==> config.mk <==
export PLATFORM = sky130hd
export DESIGN_NAME = tone_decoder
export DESIGN_NICKNAME = d
export VERILOG_FILES = /design/src/rtl/tone_pkg.sv /design/src/rtl/audio_sync_edge.sv /design/src/rtl/tone_decoder.sv
export SDC_FILE = /design/constraint.sdc
export NUM_CORES = 1
export LEC_CHECK = 0
export BUFFER_PORTS_ARGS = -buffer_cell sky130_fd_sc_hd__clkbuf_2
export CORE_MARGIN = 2
export CORE_UTILIZATION = 25
export CTS_CLUSTER_DIAMETER = 100
export DETAILED_ROUTE_END_ITERATION = 10
export GPL_TIMING_DRIVEN = 0
export PLACE_DENSITY = 0.5
export RECOVER_POWER = 50
export SLEW_MARGIN = 5
export SYNTH_ARGS = -nofsm -noshare
export SYNTH_HDL_FRONTEND = slang
export SYNTH_HIERARCHICAL = 1
export SYNTH_SLANG_ARGS = --single-unit
==> constraint.sdc <==
create_clock -name clk -period 3.68 [get_ports clk]
set_input_delay 0.184 -clock clk [delete_from_list [all_inputs] [get_ports clk]]
set_output_delay 0.184 -clock clk [all_outputs]
set_load 0.05 [all_outputs]
==> src/rtl/tone_pkg.sv <==
// Shared tone codes, FSM state encoding and the divider/window arithmetic
// used to classify measured half-periods.
package tone_pkg;

  localparam logic [2:0] CODE_ITEM0 = 3'd0;
  localparam logic [2:0] CODE_ITEM1 = 3'd1;
  localparam logic [2:0] CODE_ITEM2 = 3'd2;
  localparam logic [2:0] CODE_ITEM3 = 3'd3;
  localparam logic [2:0] CODE_ERROR = 3'd4;
  localparam logic [2:0] CODE_NONE  = 3'd7;

  localparam int NUM_CLASSES = 5;

  typedef enum logic [1:0] {
    ST_IDLE    = 2'd0,
    ST_MEASURE = 2'd1,
    ST_LOCKED  = 2'd2
  } state_t;

  // Nominal half-period, in clk cycles, of a square wave at freq_hz.
  function automatic logic [31:0] half_period_div(input longint clock_hz, input longint freq_hz);
    return 32'(clock_hz / (2 * freq_hz));
  endfunction

  // Scales a divider by pct percent (integer, truncating) to form a window bound.
  function automatic logic [31:0] window_bound(input logic [31:0] div, input longint pct);
    return 32'((longint'(div) * pct) / 100);
  endfunction

endpackage

==> src/rtl/audio_sync_edge.sv <==
// Two-flop synchroniser for the asynchronous audio input followed by a
// registered both-edge strobe; the strobe rises 3 clk after an input transition.
module audio_sync_edge (
  input  logic clk,
  input  logic rst,
  input  logic audio_in,
  output logic edge_stb
);

  logic [1:0] sync_reg;
  logic       prev_reg;
  logic       edge_reg;

  always_ff @(posedge clk or posedge rst) begin
    if (rst) begin
      sync_reg <= 2'b00;
      prev_reg <= 1'b0;
      edge_reg <= 1'b0;
    end else begin
      sync_reg <= {sync_reg[0], audio_in};
      prev_reg <= sync_reg[1];
      edge_reg <= sync_reg[1] ^ prev_reg;
    end
  end

  assign edge_stb = edge_reg;

endmodule

==> src/rtl/tone_decoder.sv <==
// Vend/error tone decoder: measures audio half-periods, locks onto a class after
// CONFIRM_EDGES consistent half-periods and reports each tone's duration at its end.
module tone_decoder
  import tone_pkg::*;
#(
  parameter int CLOCK_HZ      = 100_000_000,
  parameter int ITEM0_FREQ_HZ = 800,
  parameter int ITEM1_FREQ_HZ = 1000,
  parameter int ITEM2_FREQ_HZ = 1200,
  parameter int ITEM3_FREQ_HZ = 1400,
  parameter int ERROR_FREQ_HZ = 300,
  parameter int TOL_PCT       = 5,
  parameter int CONFIRM_EDGES = 4,
  parameter int MIN_TONE_MS   = 100
) (
  input  logic        clk,
  input  logic        rst,
  input  logic        audio_in,
  output logic        tone_locked,
  output logic [2:0]  tone_code,
  output logic        tone_valid,
  output logic [15:0] tone_ms,
  output logic        tone_short
);

  localparam logic [31:0] SILENCE_CYCLES =
    half_period_div(longint'(CLOCK_HZ), longint'(ERROR_FREQ_HZ)) << 1;
  localparam logic [31:0] PRESCALE_MAX = 32'(CLOCK_HZ / 1000 - 1);
  localparam logic [7:0]  CONFIRM      = 8'(CONFIRM_EDGES);
  localparam logic [15:0] MIN_MS       = 16'(MIN_TONE_MS);

  logic                   edge_stb;
  logic                   timeout;
  logic [31:0]            hp_cnt_reg;
  logic [NUM_CLASSES-1:0] hit;
  logic [2:0]             class_code [NUM_CLASSES];
  logic [2:0]             edge_class;

  state_t      state_reg, state_next;
  logic [2:0]  cand_reg, cand_next;
  logic [7:0]  match_reg, match_next;
  logic [2:0]  code_reg;
  logic [31:0] presc_reg;
  logic [15:0] ms_reg, ms_at_edge_reg, tone_ms_reg, end_ms;
  logic        valid_reg, short_reg;
  logic        start_measure, tone_end, end_on_edge, lock_now;

  audio_sync_edge u_sync (
    .clk      (clk),
    .rst      (rst),
    .audio_in (audio_in),
    .edge_stb (edge_stb)
  );

  // On a strobe hp_cnt_reg holds the exact clk count since the previous strobe.
  for (genvar gi = 0; gi < NUM_CLASSES; gi++) begin : g_class
    localparam int FREQ = (gi == 0) ? ITEM0_FREQ_HZ : (gi == 1) ? ITEM1_FREQ_HZ :
                          (gi == 2) ? ITEM2_FREQ_HZ : (gi == 3) ? ITEM3_FREQ_HZ : ERROR_FREQ_HZ;
    localparam logic [2:0]  CODE = (gi == 0) ? CODE_ITEM0 : (gi == 1) ? CODE_ITEM1 :
                                   (gi == 2) ? CODE_ITEM2 : (gi == 3) ? CODE_ITEM3 : CODE_ERROR;
    localparam logic [31:0] DIV  = half_period_div(longint'(CLOCK_HZ), longint'(FREQ));
    localparam logic [31:0] LO   = window_bound(DIV, longint'(100 - TOL_PCT));
    localparam logic [31:0] HI   = window_bound(DIV, longint'(100 + TOL_PCT));
    assign hit[gi]        = (hp_cnt_reg >= LO) && (hp_cnt_reg <= HI);
    assign class_code[gi] = CODE;
  end

  always_comb begin
    edge_class = CODE_NONE;
    for (int i = NUM_CLASSES - 1; i >= 0; i--) begin
      if (hit[i]) edge_class = class_code[i];
    end
  end

  assign timeout = !edge_stb && (hp_cnt_reg >= SILENCE_CYCLES);

  always_ff @(posedge clk or posedge rst) begin
    if (rst) begin
      state_reg <= ST_IDLE;
      cand_reg  <= CODE_NONE;
      match_reg <= 8'd0;
    end else begin
      state_reg <= state_next;
      cand_reg  <= cand_next;
      match_reg <= match_next;
    end
  end

  always_comb begin
    state_next    = state_reg;
    cand_next     = cand_reg;
    match_next    = match_reg;
    start_measure = 1'b0;
    tone_end      = 1'b0;
    end_on_edge   = 1'b0;
    lock_now      = 1'b0;
    case (state_reg)
      ST_IDLE: begin
        if (edge_stb) begin
          state_next    = ST_MEASURE;
          start_measure = 1'b1;
        end
      end
      ST_MEASURE: begin
        if (edge_stb) begin
          if (edge_class == CODE_NONE) begin
            match_next = 8'd0;
          end else if (edge_class == cand_reg) begin
            match_next = (match_reg != 8'hFF) ? match_reg + 8'd1 : match_reg;
          end else begin
            cand_next  = edge_class;
            match_next = 8'd1;
          end
          if (edge_class != CODE_NONE && match_next >= CONFIRM) begin
            state_next = ST_LOCKED;
            lock_now   = 1'b1;
          end
        end else if (timeout) begin
          state_next = ST_IDLE;
        end
      end
      ST_LOCKED: begin
        if (edge_stb) begin
          if (edge_class != code_reg) begin
            tone_end      = 1'b1;
            end_on_edge   = 1'b1;
            start_measure = 1'b1;
            state_next    = ST_MEASURE;
          end
        end else if (timeout) begin
          tone_end   = 1'b1;
          state_next = ST_IDLE;
        end
      end
      default: state_next = ST_IDLE;
    endcase
    if (start_measure) begin
      cand_next  = CODE_NONE;
      match_next = 8'd0;
    end
  end

  // A silence-terminated tone ends at its last edge, so the trailing gap is excluded.
  assign end_ms = end_on_edge ? ms_reg : ms_at_edge_reg;

  always_ff @(posedge clk or posedge rst) begin
    if (rst) begin
      hp_cnt_reg     <= 32'd0;
      presc_reg      <= 32'd0;
      ms_reg         <= 16'd0;
      ms_at_edge_reg <= 16'd0;
      code_reg       <= CODE_NONE;
      valid_reg      <= 1'b0;
      tone_ms_reg    <= 16'd0;
      short_reg      <= 1'b0;
    end else begin
      if (edge_stb)                  hp_cnt_reg <= 32'd1;
      else if (hp_cnt_reg != '1)     hp_cnt_reg <= hp_cnt_reg + 32'd1;

      if (start_measure) begin
        presc_reg      <= 32'd0;
        ms_reg         <= 16'd0;
        ms_at_edge_reg <= 16'd0;
      end else if (state_reg != ST_IDLE) begin
        if (presc_reg == PRESCALE_MAX) begin
          presc_reg <= 32'd0;
          if (ms_reg != 16'hFFFF) ms_reg <= ms_reg + 16'd1;
        end else begin
          presc_reg <= presc_reg + 32'd1;
        end
        if (edge_stb) ms_at_edge_reg <= ms_reg;
      end

      if (lock_now) code_reg <= cand_next;
      valid_reg <= tone_end;
      if (tone_end) begin
        tone_ms_reg <= end_ms;
        short_reg   <= (end_ms < MIN_MS);
      end
    end
  end

  always_comb begin
    tone_locked = (state_reg == ST_LOCKED);
    tone_code   = code_reg;
    tone_valid  = valid_reg;
    tone_ms     = tone_ms_reg;
    tone_short  = short_reg;
  end

endmodule
### After elaboration in Yosys (flattened, before gate mapping)

Index checks and enable logic that the tools add are counted.

| word-level totals | value |
|---|---|
| output and inout port bits | 22 |
| register bits | 134 |
| logic and storage cells | 114 |
| bits of input ports | 3 |

| cells by class | value |
|---|---|
| bitwise logic cells | 1 |
| add/subtract/negate cells | 4 |
| eq/ne operators | 13 |
| reduce and logical (&&, ||, !) cells | 20 |
| mux-type cells | 49 |
| $lt $le $gt $ge | 13 |

Operators by type and width:

| operator | number |
|---|---|
| 32-bit 2-to-1 mux | 5 |
| 32-bit by 16-bit >= comparator with 1-bit output, second input constant | 4 |
| 16-bit 2-to-1 mux | 8 |
| 32-bit by 16-bit <= comparator with 1-bit output, second input constant | 3 |
| 32-bit by 1-bit adder with 32-bit output, second input constant | 2 |
| 8-bit 2-to-1 mux | 8 |
| 32-bit by 17-bit equality test with 1-bit output, second input constant | 1 |
| 32-bit by 18-bit >= comparator with 1-bit output, second input constant | 1 |
| 32-bit by 19-bit >= comparator with 1-bit output, second input constant | 1 |
| 32-bit by 17-bit <= comparator with 1-bit output, second input constant | 1 |
| 32-bit by 18-bit <= comparator with 1-bit output, second input constant | 1 |
| 32-bit inequality test, second input constant | 1 |
| 3-bit 2-to-1 mux | 9 |
| 16-bit by 1-bit adder with 16-bit output, second input constant | 1 |
| 16-bit by 7-bit less-than comparator with 1-bit output, second input constant | 1 |
| 16-bit inequality test, second input constant | 1 |
| 2-bit 2-to-1 mux | 7 |
| 2-bit nonzero test | 7 |
| 1-bit 2-to-1 mux | 10 |
| 3-bit inequality test, second input constant | 3 |
| 8-bit by 1-bit adder with 8-bit output, second input constant | 1 |
| 8-bit by 3-bit >= comparator with 1-bit output, second input constant | 1 |
| 8-bit inequality test, second input constant | 1 |
| 1-bit logical AND | 7 |
| other kinds (13) | 15 |

### Longest topological paths before layout

Gate-level depths: netlist of the first run.

| depth | value |
|---|---|
| word-level depth | 17 |
| gate-level depth with buffers | 13 |
| depth with buffers taken out | 11 |

### Modules after synthesis

The synthesis of the first run kept the hierarchy.

By module, submodules not included:

| module | area each (µm²) | cells an instance | times used |
|---|---|---|---|
| tone_decoder | 7744.9 | 840 | 1 |
| audio_sync_edge | 112.6 | 6 | 1 |

### Least setup slack after synthesis of the first run

Ideal clock, no wire load.

| timing | value |
|---|---|
| path type | register to register |
| start | register hp_cnt_reg[21] |
| end | register tone_ms_reg[4], in the netlist tone_ms[4] |
| arrival time | 3.473 ns |
| required time | 3.552 ns |
| path slack | 0.080 ns |
| buffers on the path | 1 |
| stages on the path, launching flop included | 11 |
| setup time | 0.128 ns |
| cells stage by stage | dfrtp_1 -> or4_1 -> or4_4 -> or3_1 -> a211oi_2 -> nor4_2 -> nor2b_4 -> o311ai_2 -> buf_2 -> mux2_2 -> mux2_1 |

| on the way | value |
|---|---|
| cells in the longest elaborated chain, start to end | 12 |
| elaborated cells on any way between the ends | 30 |
| those cells by class | order compare: 11; eq/ne: 1; mux: 12; reduce/logical: 6 |

RTL lines:

| what | line | source |
|---|---|---|
| from (decl) | tone_decoder.sv:34 | `logic [31:0] hp_cnt_reg;` |
| from (signal assigned) | tone_decoder.sv:158 | `else if (hp_cnt_reg != '1) hp_cnt_reg <= hp_cnt_reg + 32'd1;` |
| 32-bit by 18-bit >= comparator with 1-bit output or 32-bit by 18-bit <= comparator with 1-bit output (tied branches) | tone_decoder.sv:64 | `assign hit[gi] = (hp_cnt_reg >= LO) && (hp_cnt_reg <= HI);` |
| 1-bit logical AND | tone_decoder.sv:64 |  |
| 2-bit 2-to-1 mux | tone_decoder.sv:71 | `if (hit[i]) edge_class = class_code[i];` |
| 3-bit 2-to-1 mux (4 in series) | tone_decoder.sv:71 |  |
| 3-bit inequality test | tone_decoder.sv:124 | `if (edge_class != code_reg) begin` |
| 1-bit 2-to-1 mux | tone_decoder.sv:124 |  |
| 1-bit 2-to-1 mux | tone_decoder.sv:123 | `if (edge_stb) begin` |
| 1-bit 2-to-1 mux | tone_decoder.sv:97 | `case (state_reg)` |
| 16-bit 2-to-1 mux | tone_decoder.sv:144 | `assign end_ms = end_on_edge ? ms_reg : ms_at_edge_reg;` |
| to (signal assigned) | tone_decoder.sv:177 | `tone_ms_reg <= end_ms;` |
| to (decl) | tone_decoder.sv:44 | `logic [15:0] ms_reg, ms_at_edge_reg, tone_ms_reg, end_ms;` |

Parallel ways exist; a longest one is shown, timed or not.
A chain may end at the register's enable or synchronous reset.

### Worst setup path after layout of the first run

| timing | value |
|---|---|
| start | register hp_cnt_reg[24] |
| end | register tone_ms_reg[0], in the netlist tone_ms[0] |

The elaborated chain is that of the path after synthesis.

==> results of run 1 <==
==> final cells by class <==
| class | instances | area (um2) |
|---|---|---|
| repair buffers | 48 | 308 |
| clock inverters | 12 | 168 |
| plain buffers | 51 | 260 |
| multi-input cells | 643 | 4370 |
| fillers | 3268 | 21300 |
| inverters | 17 | 63.8 |
| flip-flops and latches | 134 | 3360 |
| clock buffers | 19 | 453 |
| well taps | 396 | 495 |
==> power by group <==
| part | leakage [nW] | switching (mW) | internal, mW |
|---|---|---|---|
| sequential | 1.83 | 0.0390 | 1.51 |
| clock | 0.301 | 0.701 | 1.11 |
| combinational | 1.91 | 0.209 | 0.0946 |
==> kinds of logic (layout without fill, tap and decap cells) <==
family                   after synthesis  after routing  share of synthesized area, %
AO/OA/AOI/OAI                        168            168                          16.1
XOR/XNOR                              42             42                          4.68
adder cells (fa/ha/maj)                7              7                          1.11
buffers and inverters                 69            147                          3.61
flip-flops                           134            134                          42.8
multiplexers                          43             43                          6.07
AND/OR/NAND/NOR                      383            383                          25.7
==> stage by stage <==
stage               util, %  setup TNS (ns)
floorplan                 -               0
global placement       27.6         -254.11
detailed placement     27.7          -19.71
CTS                    30.6         -0.0122
global route           30.8          -0.450
finish                 30.8               0
==> layout by cell type (no fill, tap or decap), types with 20 or more instances in the layout <==
cell / count
dfrtp_1: 128
nand4_1: 30
nand2_1: 88
o21ai_0: 21
nor3_1: 24
buf_4: 20
mux2_2: 22
nand3_1: 45
nor2_1: 80
xor2_1: 26
clkbuf_1: 47
a21oi_1: 33
==> worst min-delay path, delay by kind of cell <==
kind | cells | cell delay (ns)
buf+inv | 3 | 0.76
==> timing repair <==
action	in CTS	in global routing
hold buffers	2	0
setup endpoints to repair	91	87
endpoints found under the hold margin	63	0
buffers inserted	16	3
pin swaps	6	4
cloned	1	1
resized for setup	27	35
==> path summary, 6_finish.rpt <==
kind	slack, ns	cells past startpoint	endpoint	startpoint
worst min-delay path	0.18	3	u_sync/sync_reg[0]$_DFF_PP0_	rst
worst min register to register	0.35	0	u_sync/sync_reg[1]$_DFF_PP0_	u_sync/sync_reg[0]$_DFF_PP0_
min in group clk	0.35	0	u_sync/sync_reg[1]$_DFF_PP0_	u_sync/sync_reg[0]$_DFF_PP0_
worst max-delay path	0.04	11	tone_ms[0]$_DFFE_PP0P_	hp_cnt_reg[24]$_DFFE_PP0P_
worst max register to register	0.04	11	tone_ms[0]$_DFFE_PP0P_	hp_cnt_reg[24]$_DFFE_PP0P_
max in group asynchronous	0.91	3	match_reg[1]$_DFFE_PP0P_	rst
==> routing by layer <==
metal	track usage, %	part of all wire [%]	vias to the layer above	wire length [um]
met4	3.35	1.1	0	227
li1	-	-	3258	-
met1	18.4	49	3299	10400
met5	0	0	-	0
met3	2.68	3.6	13	765
met2	21.0	46	114	9910
==> results by group, run 1 <==
Synth
  • Ys Warns: 6
  • Yosys top cell by area: dfrtp_1
  • Most common cell in the netlist: dfrtp_1
  • #FFs+latches synth: 134
  • Synth Area per Inst: 9.29 um2
  • Share of the synthesized area in the top cell type: 40.8%
  • Top cells by instance count after synthesis: dfrtp_1, nand2_1, nor2_1, nand3_1, clkbuf_1
  • Post-synth EDFFs: 0
  • Synthesized area: 7860 um2
  • Seq/Total Area, Yosys: 42.8%
  • Mapped Cells: 846
  • Top_reg_cell synth: dfrtp_1
  • Syn Nets: 856
  • Synth top area cells: dfrtp_1, nand2_1, mux2_2, nor2_1, xor2_1
  • Asr flop ratio synth: 100%
  • Synth unique cells: 85

Clock tree
  • Maximum root-to-sink buffer count: 2
  • Clk sinks: 134
  • Root buffer cell: clkbuf_16
  • CTS tree: done
  • Clock Pin Slew Worst Setup and Hold Paths: 0.06 ns
  • Number of buffers created by CTS: 17
  • Worst skew pair latency: 0.43 ns
  • CTS HTree Levels: 4

Global routing
  • Number of global-route vias before repair: 6608
  • Largest net degree at the start of global routing: 67
  • Total grt overflow: 0
  • Total global routing track utilization: 13.2%
  • Initial antenna violation count: 0
  • Global-route wire length before repair: 35400 um

Floorplanning
  • Initial Utilization: 25.6%
  • Die Wd: 181 um
  • Top Ports: 25
  • Die height: 181 um
  • Cell Rows: 64
  • Die Footprint: 32900 um2
  • Core Region: 30700 um2

Place
  • IO buf count: 24
  • Inst Count DP: 1267
  • Detailed Place HPWL: 14400 um
  • Placed inst area: 8510 um2
  • Pre-CTS WS: -0.577 ns
  • Final Wtd Congestion: 0.823

Setup path
  • Crit path max-delay family: simple AND/OR/NAND/NOR gates
  • Crit path top cell by count: or4_4
  • CP Class: register to register
  • Crit path max fanout: 7
  • Worst Path Buf+Inv: 2
  • CP max-delay cell: or4_4
  • CP required: 3.98 ns
  • Crit path largest cell delay: 0.59 ns
  • Setup crit end kind: register
  • Nature of the critical path startpoint: register
  • CP cell instances: or4_4 > or4_4 > nor2b_4 > o21a_2 > mux2i_1 > a211o_2 > o311ai_4 > buf_6 > buf_12 > mux2_2 > mux2_1
  • Worst Path Arrival: 3.95 ns

Hold path
  • Worst min path class: input pin to asynchronous set/reset pin

Status
  • Violated checks: capacitance limit, slew limit
  • Status: complete, but fails checks

Finish
  • Number of diodes: 0
  • Final instance area: 9480 um2
  • Post-Layout Cell Count: 1320
  • Share of layout cells above drive strength 1: 17.7%
  • Nets: 922
  • Area growth, synth to finish: 20.7%

Pwr
  • Tot Pwr: 3.66 mW
  • Max IR drop VDD: 0.259 mV
  • Power Dens Cells: 387 nW/um2
  • Leak: 4.04 nW

Route
  • Total number of vias: 6684
  • Drt pass-1 iters: 5
  • Routed WL per cell: 16.2 um
  • Final wirelength: 21300 um
  • First DRT Iteration DRCs: 391
  • Remaining design rule violation count: 0
  • ANT nets after route: 0
  • Via-to-Cell Ratio: 5.06

STA
  • Final worst slack: 0.0350 ns
  • Final Cycle Share: 99.0%
  • Min Hold Slack: 0.176 ns
  • Least-Margin Pin Slew: 2.65 ns
  • Fmax: 274 MHz
  • Slew Limit Headroom: -76.9%
  • Hold Fails Final Rpt: 0
  • Max-slew violation count: 65
  • RSZ-0062 raised after global routing: true
  • Fin Clk Skew: 0.0118 ns
  • Tmin final: 3.64 ns
  • Final setup viols: 0

Job
  • Max-cap violations: 1
No activity file was read; power rests on OpenSTA's default activity.
==> run 2: changes to the inputs <==
CORE_UTILIZATION = 57   (was 25)
PLACE_DENSITY = 0.87   (was 0.5)
RECOVER_POWER = 25   (was 50)
SETUP_SLACK_MARGIN = 0.05   (was not set)
==> results by group, run 2 (synthesis gave the netlist of run 1 again) <==
Status
  • Status: complete, but fails checks
  • Violated checks: capacitance limit, slew limit, setup timing

Setup path
  • Crit path largest cell delay: 0.59 ns (about the same)
  • Worst Path Arrival: 4.10 ns (+0.15 ns)
  • CP required: 4.03 ns (+0.05 ns)
  • R2R cell count: 13 (+2)
  • Setup crit end kind: register
  • Reg2reg setup slack: -0.07 ns (-0.10 ns)
  • CP cell instances: or4_4 > or4_4 > buf_4 > or2_4 > a211oi_4 > o211ai_4 > buf_6 > o41ai_4 > buf_4 > buf_8 > buf_6 > a31oi_1 > o2bb2ai_1
  • Crit path max fanout: 8 (+1)
  • Nature of the critical path startpoint: register
  • End of the worst register-to-register path: presc_reg[6]$_DFFE_PP0P_
  • Crit path max-delay family: simple AND/OR/NAND/NOR gates
  • Worst Path Buf+Inv: 5 (+3)
  • RR Startpoint: hp_cnt_reg[24]$_DFFE_PP0P_
  • CP max-delay cell: or4_4
  • CP Class: register to register

Route
  • ANT nets after route: 0 (unchanged)
  • Drt pass-1 iters: 6 (+1)
  • Remaining design rule violation count: 0 (unchanged)
  • Final wirelength: 23700 um (+11%)
  • Total number of vias: 7520 (+13%)
  • First DRT Iteration DRCs: 1377 (+250%)
  • Via-to-Cell Ratio: 6.73 (+33%)
  • Routed WL per cell: 21.2 um (+31%)

Global routing
  • Total global routing track utilization: 30.8% (+18 points)
  • Global-route wire length before repair: 35700 um (+0.93%)
  • Total grt overflow: 0 (unchanged)
  • Initial antenna violation count: 0 (unchanged)
  • Number of global-route vias before repair: 7091 (+7.3%)
  • Largest net degree at the start of global routing: 42 (-37%)

STA
  • Final setup viols: 18 (+18)
  • Tmin final: 3.75 ns (+0.101 ns)
  • RSZ-0062 raised after global routing: true
  • Max-slew violation count: 39 (-40%)
  • Fmax: 267 MHz (-2.7%)
  • Fin Clk Skew: 0.0126 ns (+0.000857 ns)
  • Final worst slack: -0.0663 ns (-0.101 ns)
  • Final setup TNS: -0.708 ns (-0.708 ns)
  • Hold Fails Final Rpt: 0 (unchanged)
  • Slew Limit Headroom: -13.8% (+63 points)
  • Final Cycle Share: 102% (+2.8 points)
  • Least-Margin Pin Slew: 1.71 ns (-0.947 ns)

Floorplanning
  • Top Ports: 25 (unchanged)
  • Die Footprint: 14700 um2 (-55%)
  • Die Wd: 121 um (-33%)
  • Cell Rows: 42 (-34%)
  • Core Region: 13300 um2 (-57%)
  • Initial Utilization: 58.9% (+33 points)
  • Die height: 121 um (-33%)

Place
  • Pre-CTS WS: -0.358 ns (+0.219 ns)
  • Final Wtd Congestion: 0.949 (+15%)
  • Detailed Place HPWL: 13100 um (-9.2%)
  • IO buf count: 24 (unchanged)

Pwr
  • Max IR drop VDD: 0.448 mV (+73%)
  • Leak: 4.26 nW (+5.6%)
  • Flop pwr share: 41.4% (-0.9 points)
  • Switching share of power: 27.0% (+1.1 points)
  • Psw: 1.01 mW (+6.9%)
  • Power Dens Cells: 387 nW/um2 (+0.21%)
  • Comb power frac: 9.8% (+1.5 points)
  • Clk network pwr share: 48.8% (-0.7 points)
  • Pint: 2.74 mW (+0.97%)

Clock tree
  • CTS tree: done
  • CTS HTree Levels: 4 (unchanged)
  • Number of buffers created by CTS: 17 (unchanged)
  • Maximum root-to-sink buffer count: 2 (unchanged)
  • Root buffer cell: clkbuf_16
  • Clk sinks: 134 (unchanged)
  • Worst skew pair latency: 0.44 ns (about the same)
  • Clock Pin Slew Worst Setup and Hold Paths: 0.07 ns (about the same)

Finish
  • Filler cell count: 900 (-72%)
  • Nets: 938 (+1.7%)
  • Commonest non-fill, non-tap cells in the layout: dfrtp_1, nand2_1, nor2_1, nand3_1, clkbuf_1
  • Number of diodes: 0 (unchanged)
  • Share of layout cells above drive strength 1: 23.0% (+5.2 points)
  • Area growth, synth to finish: 23.4%
  • Most common cell after layout, fill and taps aside: dfrtp_1

Hold path
  • Worst min path class: input pin to asynchronous set/reset pin

Job
  • Max-cap violations: 1 (unchanged)
## run 2: changes by cell type in the layout (fill, tap and decap cells not counted), moves of 4 or more
| cell | before | now |
|---|---|---|
| buf_4 | 20 | 25 |
| o2bb2ai_2 | 0 | 7 |
| clkbuf_1 | 47 | 35 |
| buf_6 | 4 | 10 |
| clkbuf_2 | 16 | 27 |
| mux2_4 | 8 | 31 |
| mux2_1 | 7 | 1 |
| o2bb2ai_1 | 19 | 12 |
| buf_12 | 1 | 5 |
| buf_8 | 1 | 5 |
| mux2_2 | 22 | 5 |
## run 2: worst max path at each step
stage | start | to | slack (ns) | depth (start not counted)
after floorplan | hp_cnt_reg[21]$_DFFE_PP0P_ | tone_ms[4]$_DFFE_PP0P_ | 0.08 | 10
after global placement | hp_cnt_reg[21]$_DFFE_PP0P_ | tone_ms[15]$_DFFE_PP0P_ | -0.30 | 10
after detailed placement | hp_cnt_reg[3]$_DFFE_PP0P_ | tone_ms[1]$_DFFE_PP0P_ | -0.36 | 11
after CTS | hp_cnt_reg[24]$_DFFE_PP0P_ | tone_ms[1]$_DFFE_PP0P_ | -0.002 | 11
after global routing | hp_cnt_reg[18]$_DFFE_PP0P_ | tone_ms[15]$_DFFE_PP0P_ | -0.14 | 13
final | hp_cnt_reg[24]$_DFFE_PP0P_ | presc_reg[6]$_DFFE_PP0P_ | -0.07 | 13
## run 2: layer usage
metal	track usage (%)	wire, um	up-vias
met3	6.53	1890	110
met1	39.3	9210	3663
met5	0	0	-
met2	50.8	11700	464
li1	-	-	3283
met4	12.7	960	0
## run 2: power groups by stage
stage / clock network, mW / registers (mW) / logic, mW
global route: 1.90 / 1.56 / 0.398
finish: 1.83 / 1.55 / 0.370
detailed placement: 0 / 1.57 / 0.299
floorplan: 0 / 1.56 / 0.214
global placement: 0 / 1.57 / 0.279
CTS: 1.82 / 1.55 / 0.328
## run 2: worst reg2reg max path, cell delays in order (launching register included)
cell and delay [ns]:
dfrtp_1 0.40, or4_4 0.55, or4_4 0.59, buf_4 0.17
or2_4 0.26, a211oi_4 0.28, o211ai_4 0.16, buf_6 0.17
o41ai_4 0.31, buf_4 0.19, buf_8 0.12, buf_6 0.13
a31oi_1 0.13, o2bb2ai_1 0.21
## run 2: repair_timing
| item | in CTS | in global routing |
|---|---|---|
| pin swaps | 11 | 14 |
| gates cloned | 2 | 1 |
| endpoints found under the setup margin | 90 | 95 |
| hold buffers | 2 | 0 |
| endpoints found under the hold margin | 34 | 0 |
| resized for setup | 65 | 73 |
| buffers inserted | 24 | 7 |
## run 2: per-stage QoR
step           area, um2  hold slack [ns]  util [%]  total power [mW]  cells
4_1_cts             9370            0.189      70.2              3.70   1109
5_1_grt             9700            0.215      72.7              3.86   1117
3_3_place_gp        8200           0.0849      61.4              1.85   1046
3_5_place_dp        8270           0.0951      62.0              1.87   1049
2_1_floorplan       7860          -0.0499         -              1.78    846
6_report            9700            0.193      72.7              3.76   1117
## run 2: layout make-up
type / instances / area (um2) / share of cell area [%]
Timing Repair Buffer: 63 / 492 / 5.07
Inverter: 17 / 65.1 / 0.671
Clock buffer: 18 / 439 / 4.53
Clock inverter: 14 / 189 / 1.95
Multi-Input combinational cell: 643 / 4630 / 47.7
Buffer: 52 / 307 / 3.16
Sequential cell: 134 / 3360 / 34.6
Tap cell: 176 / 220 / 2.27
